`src/rtl/bitblaster_pkg.sv`:
```
// Shared BitBlaster definitions: ALU function codes, instruction classes and sequencer step encoding.
// Used by the sequencer, the ALU and the disassembly/display logic.
package bitblaster_pkg;

   localparam int INSTR_W = 10;

   localparam logic [3:0] FN_LOAD = 4'b0000;
   localparam logic [3:0] FN_COPY = 4'b0001;
   localparam logic [3:0] FN_ADD  = 4'b0010;
   localparam logic [3:0] FN_SUB  = 4'b0011;
   localparam logic [3:0] FN_INV  = 4'b0100;
   localparam logic [3:0] FN_FLP  = 4'b0101;
   localparam logic [3:0] FN_AND  = 4'b0110;
   localparam logic [3:0] FN_OR   = 4'b0111;
   localparam logic [3:0] FN_XOR  = 4'b1000;
   localparam logic [3:0] FN_LSL  = 4'b1001;
   localparam logic [3:0] FN_LSR  = 4'b1010;
   localparam logic [3:0] FN_ASR  = 4'b1011;
   localparam logic [3:0] FN_ADDI = 4'b1100;
   localparam logic [3:0] FN_SUBI = 4'b1101;

   localparam logic [1:0] CLS_ALU     = 2'b00;
   localparam logic [1:0] CLS_ILLEGAL = 2'b01;
   localparam logic [1:0] CLS_ADDI    = 2'b10;
   localparam logic [1:0] CLS_SUBI    = 2'b11;

   typedef enum logic [1:0] {
      T0 = 2'b00,
      T1 = 2'b01,
      T2 = 2'b10,
      T3 = 2'b11
   } step_t;

   typedef enum logic [2:0] {
      OP_LD      = 3'd0,
      OP_CP      = 3'd1,
      OP_UNARY   = 3'd2,
      OP_BINARY  = 3'd3,
      OP_IMM     = 3'd4,
      OP_ILLEGAL = 3'd5
   } op_kind_t;

   // Sequencing shape of a class-00 function code; codes 1100-1111 have no meaning there.
   function automatic op_kind_t alu_kind(input logic [3:0] fn);
      case (fn)
         FN_LOAD:                 alu_kind = OP_LD;
         FN_COPY:                 alu_kind = OP_CP;
         FN_INV, FN_FLP:          alu_kind = OP_UNARY;
         FN_ADD, FN_SUB, FN_AND, FN_OR,
         FN_XOR, FN_LSL, FN_LSR, FN_ASR:
                                  alu_kind = OP_BINARY;
         default:                 alu_kind = OP_ILLEGAL;
      endcase
   endfunction

endpackage

```
`src/rtl/alu_sequencer_if.sv`:
```
// Control/bus interface between the BitBlaster sequencer and its instruction source and datapath.
// Carries the Illegal flag only when ALU_SEQ_ILLEGAL_TRAP_EN is defined.
interface alu_sequencer_if
   import bitblaster_pkg::*;
#(
   parameter int NREG = 4
);
   logic [INSTR_W-1:0] Instr;
   logic               Exec;
   logic [INSTR_W-1:0] IR;
   logic [3:0]         FN;
   logic               Ain;
   logic               Gin;
   logic               Gout;
   logic [NREG-1:0]    Rin;
   logic [NREG-1:0]    Rout;
   logic               ExtDataOut;
   logic               IMMout;
   logic [INSTR_W-1:0] ImmVal;
   logic               Done;
`ifdef ALU_SEQ_ILLEGAL_TRAP_EN
   logic               Illegal;
`endif

   modport slave (
      input  Instr, Exec,
      output IR, FN, Ain, Gin, Gout, Rin, Rout, ExtDataOut, IMMout, ImmVal, Done
`ifdef ALU_SEQ_ILLEGAL_TRAP_EN
      , output Illegal
`endif
   );

   modport master (
      output Instr, Exec,
      input  IR, FN, Ain, Gin, Gout, Rin, Rout, ExtDataOut, IMMout, ImmVal, Done
`ifdef ALU_SEQ_ILLEGAL_TRAP_EN
      , input Illegal
`endif
   );

endinterface

```
`src/rtl/instr_decode.sv`:
```
// Purely combinational field decode of the held instruction register.
// Produces operand indices, ALU function, sequencing kind and the zero-extended immediate.
module instr_decode
   import bitblaster_pkg::*;
#(
   parameter int IMM_W = 6
) (
   input  logic [INSTR_W-1:0] ir,
   output logic [1:0]         x,
   output logic [1:0]         y,
   output logic [3:0]         fn,
   output op_kind_t           kind,
   output logic [INSTR_W-1:0] imm_val
);

   assign x       = ir[7:6];
   assign y       = ir[5:4];
   assign imm_val = {{(INSTR_W-IMM_W){1'b0}}, ir[IMM_W-1:0]};

   // Class select: immediate classes carry a fixed ALU function, class 01 is reserved.
   always_comb begin
      fn   = FN_LOAD;
      kind = OP_ILLEGAL;
      case (ir[9:8])
         CLS_ALU: begin
            fn   = ir[3:0];
            kind = alu_kind(ir[3:0]);
         end
         CLS_ADDI: begin
            fn   = FN_ADDI;
            kind = OP_IMM;
         end
         CLS_SUBI: begin
            fn   = FN_SUBI;
            kind = OP_IMM;
         end
         CLS_ILLEGAL: begin
            fn   = FN_LOAD;
            kind = OP_ILLEGAL;
         end
         default: begin
            fn   = FN_LOAD;
            kind = OP_ILLEGAL;
         end
      endcase
   end

endmodule

```
`src/rtl/alu_sequencer.sv`:
```
// BitBlaster instruction sequencer: accepts one instruction per Exec and steps it through T0-T3.
// Optional macro ALU_SEQ_ILLEGAL_TRAP_EN adds a sticky Illegal flag that halts acceptance until reset.
module alu_sequencer
   import bitblaster_pkg::*;
#(
   parameter int IMM_W = 6,
   parameter int NREG  = 4
) (
   input logic           CLKb,
   input logic           Rst,
   alu_sequencer_if.slave bus
);

   step_t              state_r;
   step_t              state_nxt_s;
   logic [INSTR_W-1:0] ir_r;
   logic               accept_s;
   logic               halt_s;

   logic [1:0]         x_s;
   logic [1:0]         y_s;
   logic [3:0]         fn_s;
   op_kind_t           kind_s;
   logic [INSTR_W-1:0] imm_val_s;

   logic [3:0]         fn_out_s;
   logic               ain_s;
   logic               gin_s;
   logic               gout_s;
   logic [NREG-1:0]    rin_s;
   logic [NREG-1:0]    rout_s;
   logic               ext_s;
   logic               immout_s;
   logic               done_s;

   function automatic logic [NREG-1:0] reg_sel(input logic [1:0] idx);
      reg_sel = '0;
      for (int i = 0; i < NREG; i++) begin
         if ({30'd0, idx} == 32'(i)) begin
            reg_sel[i] = 1'b1;
         end else begin
            reg_sel[i] = 1'b0;
         end
      end
   endfunction

   instr_decode #(
      .IMM_W (IMM_W)
   ) u_decode (
      .ir      (ir_r),
      .x       (x_s),
      .y       (y_s),
      .fn      (fn_s),
      .kind    (kind_s),
      .imm_val (imm_val_s)
   );

`ifdef ALU_SEQ_ILLEGAL_TRAP_EN
   logic illegal_r;
   logic illegal_set_s;

   assign illegal_set_s = (state_r == T1) && (kind_s == OP_ILLEGAL);
   assign halt_s        = illegal_r;
   // The flag is visible already during the offending T1 step.
   assign bus.Illegal   = illegal_r | illegal_set_s;

   // Sticky trap flag, cleared only by reset.
   always_ff @(negedge CLKb or posedge Rst) begin
      if (Rst) begin
         illegal_r <= 1'b0;
      end else if (illegal_set_s) begin
         illegal_r <= 1'b1;
      end
   end
`else
   assign halt_s = 1'b0;
`endif

   // State and instruction register; everything advances on the falling clock edge.
   always_ff @(negedge CLKb or posedge Rst) begin
      if (Rst) begin
         state_r <= T0;
         ir_r    <= '0;
      end else begin
         state_r <= state_nxt_s;
         if (accept_s) begin
            ir_r <= bus.Instr;
         end
      end
   end

   // Next step and datapath control decoded from the current step and held instruction.
   always_comb begin
      state_nxt_s = state_r;
      accept_s    = 1'b0;
      fn_out_s    = 4'b0000;
      ain_s       = 1'b0;
      gin_s       = 1'b0;
      gout_s      = 1'b0;
      rin_s       = '0;
      rout_s      = '0;
      ext_s       = 1'b0;
      immout_s    = 1'b0;
      done_s      = 1'b0;
      case (state_r)
         T0: begin
            if (bus.Exec && !halt_s) begin
               accept_s    = 1'b1;
               state_nxt_s = T1;
            end else begin
               state_nxt_s = T0;
            end
         end
         T1: begin
            state_nxt_s = T2;
            case (kind_s)
               OP_LD: begin
                  ext_s       = 1'b1;
                  rin_s       = reg_sel(x_s);
                  done_s      = 1'b1;
                  state_nxt_s = T0;
               end
               OP_CP: begin
                  rout_s      = reg_sel(y_s);
                  rin_s       = reg_sel(x_s);
                  done_s      = 1'b1;
                  state_nxt_s = T0;
               end
               OP_UNARY: begin
                  rout_s = reg_sel(y_s);
                  ain_s  = 1'b1;
               end
               OP_BINARY, OP_IMM: begin
                  rout_s = reg_sel(x_s);
                  ain_s  = 1'b1;
               end
               default: begin
                  done_s      = 1'b1;
                  state_nxt_s = T0;
               end
            endcase
         end
         T2: begin
            state_nxt_s = T3;
            fn_out_s    = fn_s;
            gin_s       = 1'b1;
            case (kind_s)
               OP_BINARY: rout_s   = reg_sel(y_s);
               OP_IMM:    immout_s = 1'b1;
               default:   immout_s = 1'b0;
            endcase
         end
         T3: begin
            state_nxt_s = T0;
            gout_s      = 1'b1;
            rin_s       = reg_sel(x_s);
            done_s      = 1'b1;
         end
         default: begin
            state_nxt_s = T0;
         end
      endcase
   end

   assign bus.IR         = ir_r;
   assign bus.FN         = fn_out_s;
   assign bus.Ain        = ain_s;
   assign bus.Gin        = gin_s;
   assign bus.Gout       = gout_s;
   assign bus.Rin        = rin_s;
   assign bus.Rout       = rout_s;
   assign bus.ExtDataOut = ext_s;
   assign bus.IMMout     = immout_s;
   assign bus.ImmVal     = imm_val_s;
   assign bus.Done       = done_s;

endmodule
```
`src/flat_wrapper.sv`:
```
// flat-port wrapper written by rule: the top's interface ports become plain ports
module alu_sequencer_flat import bitblaster_pkg::*;
#(
   parameter int IMM_W = 6,
   parameter int NREG  = 4
)
  (CLKb, Rst, bus_Instr, bus_Exec, bus_IR, bus_FN, bus_Ain, bus_Gin, bus_Gout, bus_Rin, bus_Rout, bus_ExtDataOut, bus_IMMout, bus_ImmVal, bus_Done);
  alu_sequencer_if #(.NREG(NREG)) bus_i ();
  input logic CLKb;
  input logic Rst;
  input wire logic [$bits(bus_i.Instr)-1:0] bus_Instr;
  input wire logic [$bits(bus_i.Exec)-1:0] bus_Exec;
  output wire logic [$bits(bus_i.IR)-1:0] bus_IR;
  output wire logic [$bits(bus_i.FN)-1:0] bus_FN;
  output wire logic [$bits(bus_i.Ain)-1:0] bus_Ain;
  output wire logic [$bits(bus_i.Gin)-1:0] bus_Gin;
  output wire logic [$bits(bus_i.Gout)-1:0] bus_Gout;
  output wire logic [$bits(bus_i.Rin)-1:0] bus_Rin;
  output wire logic [$bits(bus_i.Rout)-1:0] bus_Rout;
  output wire logic [$bits(bus_i.ExtDataOut)-1:0] bus_ExtDataOut;
  output wire logic [$bits(bus_i.IMMout)-1:0] bus_IMMout;
  output wire logic [$bits(bus_i.ImmVal)-1:0] bus_ImmVal;
  output wire logic [$bits(bus_i.Done)-1:0] bus_Done;
  assign bus_i.Instr = bus_Instr;
  assign bus_i.Exec = bus_Exec;
  assign bus_IR = bus_i.IR;
  assign bus_FN = bus_i.FN;
  assign bus_Ain = bus_i.Ain;
  assign bus_Gin = bus_i.Gin;
  assign bus_Gout = bus_i.Gout;
  assign bus_Rin = bus_i.Rin;
  assign bus_Rout = bus_i.Rout;
  assign bus_ExtDataOut = bus_i.ExtDataOut;
  assign bus_IMMout = bus_i.IMMout;
  assign bus_ImmVal = bus_i.ImmVal;
  assign bus_Done = bus_i.Done;
  alu_sequencer #(.IMM_W(IMM_W), .NREG(NREG)) u_core (.CLKb(CLKb), .Rst(Rst), .bus(bus_i));
endmodule
```
`config.mk`:
```
export PLATFORM = sky130hd
export DESIGN_NAME = alu_sequencer_flat
export DESIGN_NICKNAME = d
export VERILOG_FILES = /design/src/rtl/bitblaster_pkg.sv /design/src/rtl/alu_sequencer_if.sv /design/src/rtl/instr_decode.sv /design/src/rtl/alu_sequencer.sv /design/src/flat_wrapper.sv
export SDC_FILE = /design/constraint.sdc
export NUM_CORES = 1
export LEC_CHECK = 0
export CELL_PAD_IN_SITES_DETAIL_PLACEMENT = 0
export CELL_PAD_IN_SITES_GLOBAL_PLACEMENT = 1
export CORE_UTILIZATION = 27
export CTS_CLUSTER_DIAMETER = 200
export DETAILED_ROUTE_END_ITERATION = 8
export PLACE_DENSITY_LB_ADDON = 0.1
export RECOVER_POWER = 25
export SYNTH_ARGS = -nofsm -noshare
export SYNTH_HDL_FRONTEND = slang
export SYNTH_HIERARCHICAL = 1
export SYNTH_SLANG_ARGS = --single-unit
```
`constraint.sdc`:
```
create_clock -name CLKb -period 3.3 [get_ports CLKb]
set_input_delay 0.825 -clock CLKb [delete_from_list [all_inputs] [get_ports CLKb]]
set_output_delay 0.825 -clock CLKb [all_outputs]
set_load 0.02 [all_outputs]
```
* Word-level counts from Yosys, hierarchy flattened
Memory sizes are Yosys's and may differ from the RTL's. Cells that the tools add are included. Widths: inputs -> output; s select.
Storage, ports and cells: output and inout port bits 38, bits of input ports 13, logic and storage cells 60, memories 1, register bits 12, bits in read-only memories 48
Operators by class: equal/unequal tests 16, muxes and demuxes 31, reductions and logical operators 10
Memory list:
- (no name shown) | words 16, width 3, rd ports 1, clocked after memory_dff 0, wr ports 0, RTL line bitblaster_pkg.sv:45 | case (fn)
Operators by type and width (number):
- $pmux 4 s2 | 3
- $mux 1 | 20
- $eq 2x2->1 const B | 8
- $pmux 4 s4 | 1
- $mux 4 | 3
- $pmux 3 s3 | 1
- $eq 2x1->1 const B | 4
- $logic_not 2->1 | 4
- $pmux 2 s4 | 1
- $reduce_or 2->1 | 4
- $eq 3x2->1 const B | 2
- $eq 3x1->1 const B | 1
- $eq 3x3->1 const B | 1
- $logic_not 3->1 | 1
- $reduce_or 3->1 | 1
- $mux 2 | 1
- $pmux 1 s2 | 1

* Depth between registers and ports, before layout
Gate-level depths: netlist (run 1).
depth in word-level cells 7, gate-level depth with buffers 5, depth with buffers taken out 5

* Hierarchy
Netlist (run 1), hierarchy kept.
By module, submodules not included:
- alu_sequencer | cells each 68, area each 747.0 um^2, times used 1, sequential area each 300.3 um^2
- instr_decode | cells each 28, area each 186.4 um^2, times used 1, sequential area each 0.0 um^2

==> flow_summary_export.csv, run 1 <==
group,metric,value,unit
route,totalWireLength,2.931,mm
run_status,outcome,"finished, violations left",
floorplanning,die_area,0.003696,mm²
cts,clock_latency,0.27,ns
cts,h-tree-depth,1,
floorplanning,ioPinCount,51,
hold_path,hp-class,"reg -> reg",
floorplanning,num_rows,20,
route,drc_errors,0,
layout,drive_gt1_share,71.82,%
floorplanning,initial_core_util,29.60,%
cts,cts_tree,"done",
cts,path_clk_slew,0.05,ns
place,gp_congestion,0.7646,
critical_path,start_kind,"flip-flop",
timing,fin_setup_tns,-19.42,ns
cts,cts_hold_buf,0,
floorplanning,die_w,60.80,µm
global_routing,met2_usage,29.83,%
route,ant_nets,0,
flow_run,drv_cap,0,
global_routing,grt.overflow.total,0,
layout,multiInputGateArea,681.9,µm²
synthesis,synth_top_area_share,32.17,%
layout,syn_to_final_growth,115.8,%
synthesis,ys_warn_count,6,
timing,hold_violations,0,
critical_path,required,2.47,ns
place,numPortBuffers,46,
pwr,power_density,1121,mW/mm²
cts,cts_sinks,12,
global_routing,grt_antenna_before_repair,0,
layout,n_fill_cell,259,
route,first_iter_violations,24,
global_routing,globalRouteMet3Util,1.919,%
critical_path,worstSetupPathType,"reg -> out",
synthesis,synth_top_cell_by_area,"dfrtn_1",
cts,cts_max_path_buffers,2,
global_routing,grt_use_met1,22.94,%
run_status,failed_checks,"setup timing",
timing,whs,0.5849,ns
route,firstDrtPassIters,2,
critical_path,worstPathMaxFanout,4,
timing,rsz0062_at_grt,"true",
synthesis,synth.yosys.seq_area_share,32.17,%
synthesis,syn_avg_cell_area,9.723,µm²
cts,cts_made_buffers,3,
global_routing,grt_usage,17.18,%
timing,setup_viol,34,
timing,finClkSkew,0.001487,ns
global_routing,grt_pass1_vias,1045,
global_routing,grt_pass1_wl,4.685,mm
cts,cts-root-buf,"clkbuf_4",
floorplanning,die_h,60.80,µm
route,wl_per_cell,13.03,µm
synthesis,yosysUniqueCellTypes,27,
synthesis,syn-cell-area,933.4,µm²
critical_path,cp.arrival,3.63,ns
pwr,p_leak,0.9449,nW
route,vias_per_cell,4.351,
synthesis,synth_area_leaders,"dfrtn_1, mux2_2, buf_4, ha_1, a32o_1",
pwr,peakVddDrop,548.5,µV
synthesis,ys_seq_elements,12,
synthesis,netlist_instances,96,
global_routing,top_usage_layer,"met2",
global_routing,grt_max_degree,13,
critical_path,cp-end-kind,"output port",
layout,nets,201,
place,dp_hpwl,2.143,mm
timing,fin_ws,-1.160,ns
layout,ff_latch_area,300.3,µm²
layout,antenna_cells,0,
route,vias,979,
timing,drv_slew,0,
layout,utilization,63.89,%
floorplanning,core_area,0.003153,mm²
critical path, cell delays in order (launching register included):
cell and delay (ns):
dfrtn_1 0.48, a211o_1 0.23, buf_6 0.13, or3b_4 0.40
buf_6 0.14, a31o_4 0.20, buf_6 0.12
state kept, by name, summed over array words and instances (netlist names), named ones only:
name / cells
u_core/state_r: 1
u_core/bus.IR: 10
power by group:
| group | switching, mW | total, mW | internal [mW] | leakage, nW |
|---|---|---|---|---|
| logic | 0.804 | 1.86 | 1.05 | 0.788 |
| registers | 0.0849 | 0.314 | 0.229 | 0.143 |
| clock network | 0.0446 | 0.0867 | 0.0421 | 0.0138 |
synth_stat cells:
library cell and count:
a2111oi_2 1, a211o_1 1, a21boi_2 1, a21o_2 2, a21oi_1 2, a21oi_2 1, a31o_2 1, a32o_1 4
and2_1 5, and2b_1 1, buf_4 14, conb_1 1, dfrtn_1 12, ha_1 5, inv_1 8, mux2_2 11
mux2i_1 1, nand2_1 4, nand2b_1 3, nand3b_1 1, nor2_1 4, nor2b_1 4, nor3_1 3, nor3b_1 2
nor4b_1 1, o21ai_0 2, or3b_2 1
final timing paths:
check / slack, ns / startpoint / end / depth (start not counted)
worst max-delay path: -1.16 / u_core/bus.IR[3] / bus_Done / 6
worst min-delay path: 0.58 / u_core/bus.IR[5] / u_core/bus.IR[5] / 2
worst max register to register: 1.44 / u_core/bus.IR[2] / flip-flop / 7
worst min register to register: 0.58 / u_core/bus.IR[5] / u_core/bus.IR[5] / 2
max in group asynchronous: 0.55 / Rst / u_core/bus.IR[9] / 2
min in group asynchronous: 2.40 / Rst / u_core/bus.IR[6] / 2
final cells by class:
| cell class | count | area share (%) |
|---|---|---|
| Clock buffer | 3 | 1.118 |
| Inverter | 8 | 1.491 |
| Multi-Input combinational cell | 65 | 33.85 |
| Sequential cell | 12 | 14.91 |
| Tap cell | 44 | 2.733 |
| Timing Repair Buffer | 93 | 45.90 |
timing repair:
action,CTS,global route
pin swaps,15,8
setup buffers,14,9
setup endpoints to repair,44,34
gates resized for setup,231,18
layer usage:
metal / wire (µm) / part of all wire, %
met2: 1457 / 50
met1: 1337 / 46
met5: 0 / 0
met3: 129 / 4.4
met4: 6 / 0.20
placed cells by master, fill, tap and decap left out, types with 2 or more instances in the layout:
cell type and n:
a32o_2 4, and2_4 3, nor2_4 3, nor3_2 2, nor2b_2 2, mux2_2 11, a21oi_2 2, ha_1 2
a21o_2 2, buf_4 29, clkdlybuf4s50_1 11, inv_1 6, nand2_1 3, dfrtn_1 12, conb_1 4, nand2b_1 2
clkbuf_4 3, inv_2 2, and2_1 2, buf_6 50, ha_4 2
through the flow:
stage                     setup slack (ns)  std cells  power (mW)  cell area [µm²]
after CTS                           -1.186        222       2.145             1936
final                               -1.160        225       2.258             2014
after global placement              -1.362        207       1.673             1657
after detailed placement            -1.410        207       1.681             1657
after global routing                -1.256        225       2.387             2014
after floorplan                    -0.9659         99       1.058             1006
cells by family (layout without fill, tap and decap cells):
kind of cell,count (synthesis),count (layout),share of synthesized area [%]
simple gates,29,29,17.96
buf+inv,22,104,14.48
compound gates,15,15,13.94
mux,12,12,14.34
flops,12,12,32.17
fa+ha+maj,5,5,6.702
other cells,1,4,0.4018
Note: power is estimated with default switching activity, not from simulation.
==> inputs of run 2 (changes only) <==
ABC_AREA = 1   (was not set)
SLEW_MARGIN = 40   (was not set)
==> run 2 against run 1 <==
Core utilization fell by 2.4 points. Sequential cell count did not move. Register-to-register slack improved by 0.30 ns. Combinational power fell by 6%. Via count rose by 20%. Wire length rose by 8.2%. The run still ends with setup timing left.
==> flow_summary_export.csv, run 2 <==
group,metric,value,unit
synthesis,synth_xor_area_share,0,%
synthesis,syn-cell-area,0.001021,mm²
timing,finClkSkew,0.001937,ns
route,ant_nets,0,
pwr,p_leak,1.029,nW
synthesis,synth.yosys.seq_area_share,29.41,%
floorplanning,ioPinCount,51,
floorplanning,num_rows,21,
route,totalWireLength,3.172,mm
hold_path,hp-class,"reg -> reg",
synthesis,yosys.area_share.adder,6.127,%
global_routing,grt_pass1_vias,1152,
critical_path,crit_chain,"nor2_4 -> o21ai_4 -> nor2_4 -> nor2_2 -> nor2_2 -> nand3_1 -> nand2_1 -> nand2_2 -> a21oi_4 -> buf_6",
timing,fin_ws,-1.004,ns
route,vias_per_cell,4.417,
cts,h-tree-depth,1,
critical_path,cp_slowest_stage_delay,0.41,ns
timing,tightestPinTransition,0.6899,ns
global_routing,grt_usage,16.68,%
critical_path,crit_slowest_cell,"dfrtn_1",
timing,whs,0.5806,ns
critical_path,start_kind,"flip-flop",
synthesis,ys_warn_count,6,
cts,cts-root-buf,"clkbuf_8",
floorplanning,initial_core_util,29.44,%
run_status,failed_checks,"setup timing",
floorplanning,die_w,63.50,µm
timing,relSlewSlack,54.01,%
layout,final_common_cell,"buf_6",
global_routing,grt_antenna_before_repair,0,
pwr,peakVddDrop,620.1,µV
cts,clock_latency,0.26,ns
layout,syn_to_final_growth,108.9,%
synthesis,ys_async_sr_fraction,100.0,%
cts,path_clk_slew,0.04,ns
cts,cts_max_path_buffers,2,
global_routing,grt_max_degree,13,
synthesis,ys_seq_elements,12,
floorplanning,die_area,0.004032,mm²
critical_path,worstSetupPathType,"reg -> out",
timing,rsz0062_at_grt,"true",
timing,hold_violations,0,
cts,cts_sinks,12,
timing,fin_setup_tns,-16.32,ns
critical_path,worstPathMaxFanout,5,
layout,layout_common_cells,"buf_6, buf_4, nand2_1",
route,wl_per_cell,11.92,µm
cts,cts_tree,"done",
synthesis,yosys-top-cells-count,"nand2_1, inv_1, buf_4, dfrtn_1, nor2_1",
synthesis,synth_top_family_by_area,"simple AND/OR/NAND/NOR gates",
place,dp_hpwl,2.365,mm
critical_path,cp.arrival,3.48,ns
synthesis,yosys.area_share.simple,27.45,%
place,gp_congestion,0.8098,
floorplanning,core_area,0.003468,mm²
timing,drv_slew,0,
cts,cts_made_buffers,3,
run_status,outcome,"finished, violations left",
synthesis,netlist_instances,138,
synthesis,synth_top_area_share,29.41,%
pwr,p_total,2.202,mW
global_routing,grt_pass1_wl,5.237,mm
flow_run,drv_cap,0,
pwr,power_density,1032,mW/mm²
synthesis,yosys_most_used_dff,"dfrtn_1",
synthesis,synth_edf_count,0,
route,vias,1175,
place,numPortBuffers,46,
synthesis,muxShareOfSynthArea,11.03,%
route,first_iter_violations,11,
critical_path,cp-end-kind,"output port",
layout,antenna_cells,0,
route,drc_errors,0,
layout,utilization,61.51,%
place,dp_slack,-1.290,ns
floorplanning,die_h,63.50,µm
layout,largest_register_ffs,10,
route,firstDrtPassIters,4,
synthesis,synth_area_leaders,"dfrtn_1, mux2_2, buf_4, nand2_1, inv_1",
timing,setup_viol,34,
layout,drive_gt1_share,63.64,%
synthesis,yosysUniqueCellTypes,22,
critical_path,required,2.47,ns
synthesis,synth_top_cell_by_area,"dfrtn_1",
synthesis,synth.most_common_cell,"nand2_1",
synthesis,synth-compound-area-share,6.863,%
layout,nets,240,
synthesis,syn_avg_cell_area,7.398,µm²
global_routing,grt.overflow.total,0,
-- run 2: changes by cell type after synthesis, sizes merged, moves of 2 or more --
cell	delta
a21o	-2
nand2b	-3
nor2b	-4
nand3	+10
nor2	+10
inv	+15
nor3	+2
nand2	+26
and2	-5
o21ai	+5
a32o	-4
-- run 2: critical path, delay by kind of cell, from the launching register on --
| kind | cells | cell delay, ns |
|---|---|---|
| DFF | 1 | 0.41 |
| and+or+nand+nor | 7 | 0.81 |
| AOI/OAI and AO/OA | 2 | 0.23 |
| buffers and inverters | 1 | 0.13 |
-- run 2: timing repair --
action | CTS | global route
endpoints found under the hold margin | 0 | 0
pin swaps | 4 | 11
hold buffers | 0 | 0
setup endpoints to repair | 44 | 34
gates cloned | 1 | 0
gates resized for setup | 224 | 25
setup buffers | 11 | 9
-- run 2: power by group --
group / total [mW] / internal (mW) / switching [mW] / leakage (nW)
clock: 0.133 / 0.0803 / 0.0522 / 0.0216
sequential: 0.318 / 0.226 / 0.0923 / 0.143
combinational: 1.75 / 0.874 / 0.878 / 0.864
-- run 2: area by class of cell --
class                           count  area, µm²
Inverter                           23      93.84
Timing Repair Buffer               89      885.9
Sequential cell                    12      300.3
Clock buffer                        3      41.29
Fill cell                         313       1335
Tap cell                           46      57.56
Multi-Input combinational cell     93      754.5
-- run 2: metrics by stage --
step	instance area, µm²	cells
6_report	2133	266
5_1_grt	2133	266
4_1_cts	2081	265
3_5_place_dp	1815	251
3_3_place_gp	1815	251
2_1_floorplan	1162	141
-- run 2: cell families (layout without fill, tap and decap cells) --
| group | after synthesis | in the layout |
|---|---|---|
| other cells | 1 | 4 |
| fa+ha+maj | 5 | 5 |
| simple gates | 61 | 62 |
| buf+inv | 37 | 115 |
| compound gates | 12 | 12 |
| mux | 10 | 10 |
| flops | 12 | 12 |
-- run 2: path summary, 6_finish.rpt --
| check | startpoint | end | slack (ns) | cells after the start |
|---|---|---|---|---|
| min reg2reg | u_core/state_r[0] | flip-flop | 0.58 | 2 |
| max reg2reg | flip-flop | u_core/bus.IR[9] | 1.74 | 4 |
| max in group asynchronous | Rst | u_core/bus.IR[6] | 0.13 | 3 |
| min | u_core/state_r[0] | flip-flop | 0.58 | 2 |
| max | u_core/bus.IR[8] | bus_Rout[0] | -1.00 | 10 |
| min in group asynchronous | Rst | u_core/bus.IR[1] | 2.71 | 3 |
-- run 2: metal layers --
| layer | part of all wire, % | global-route usage [%] | up-vias |
|---|---|---|---|
| met5 | 0 | 0 | - |
| met4 | 1.1 | 4.261 | 0 |
| met3 | 4.9 | 2.717 | 4 |
| met2 | 52 | 29.39 | 42 |
| met1 | 42 | 20.80 | 545 |
| li1 | - | - | 584 |
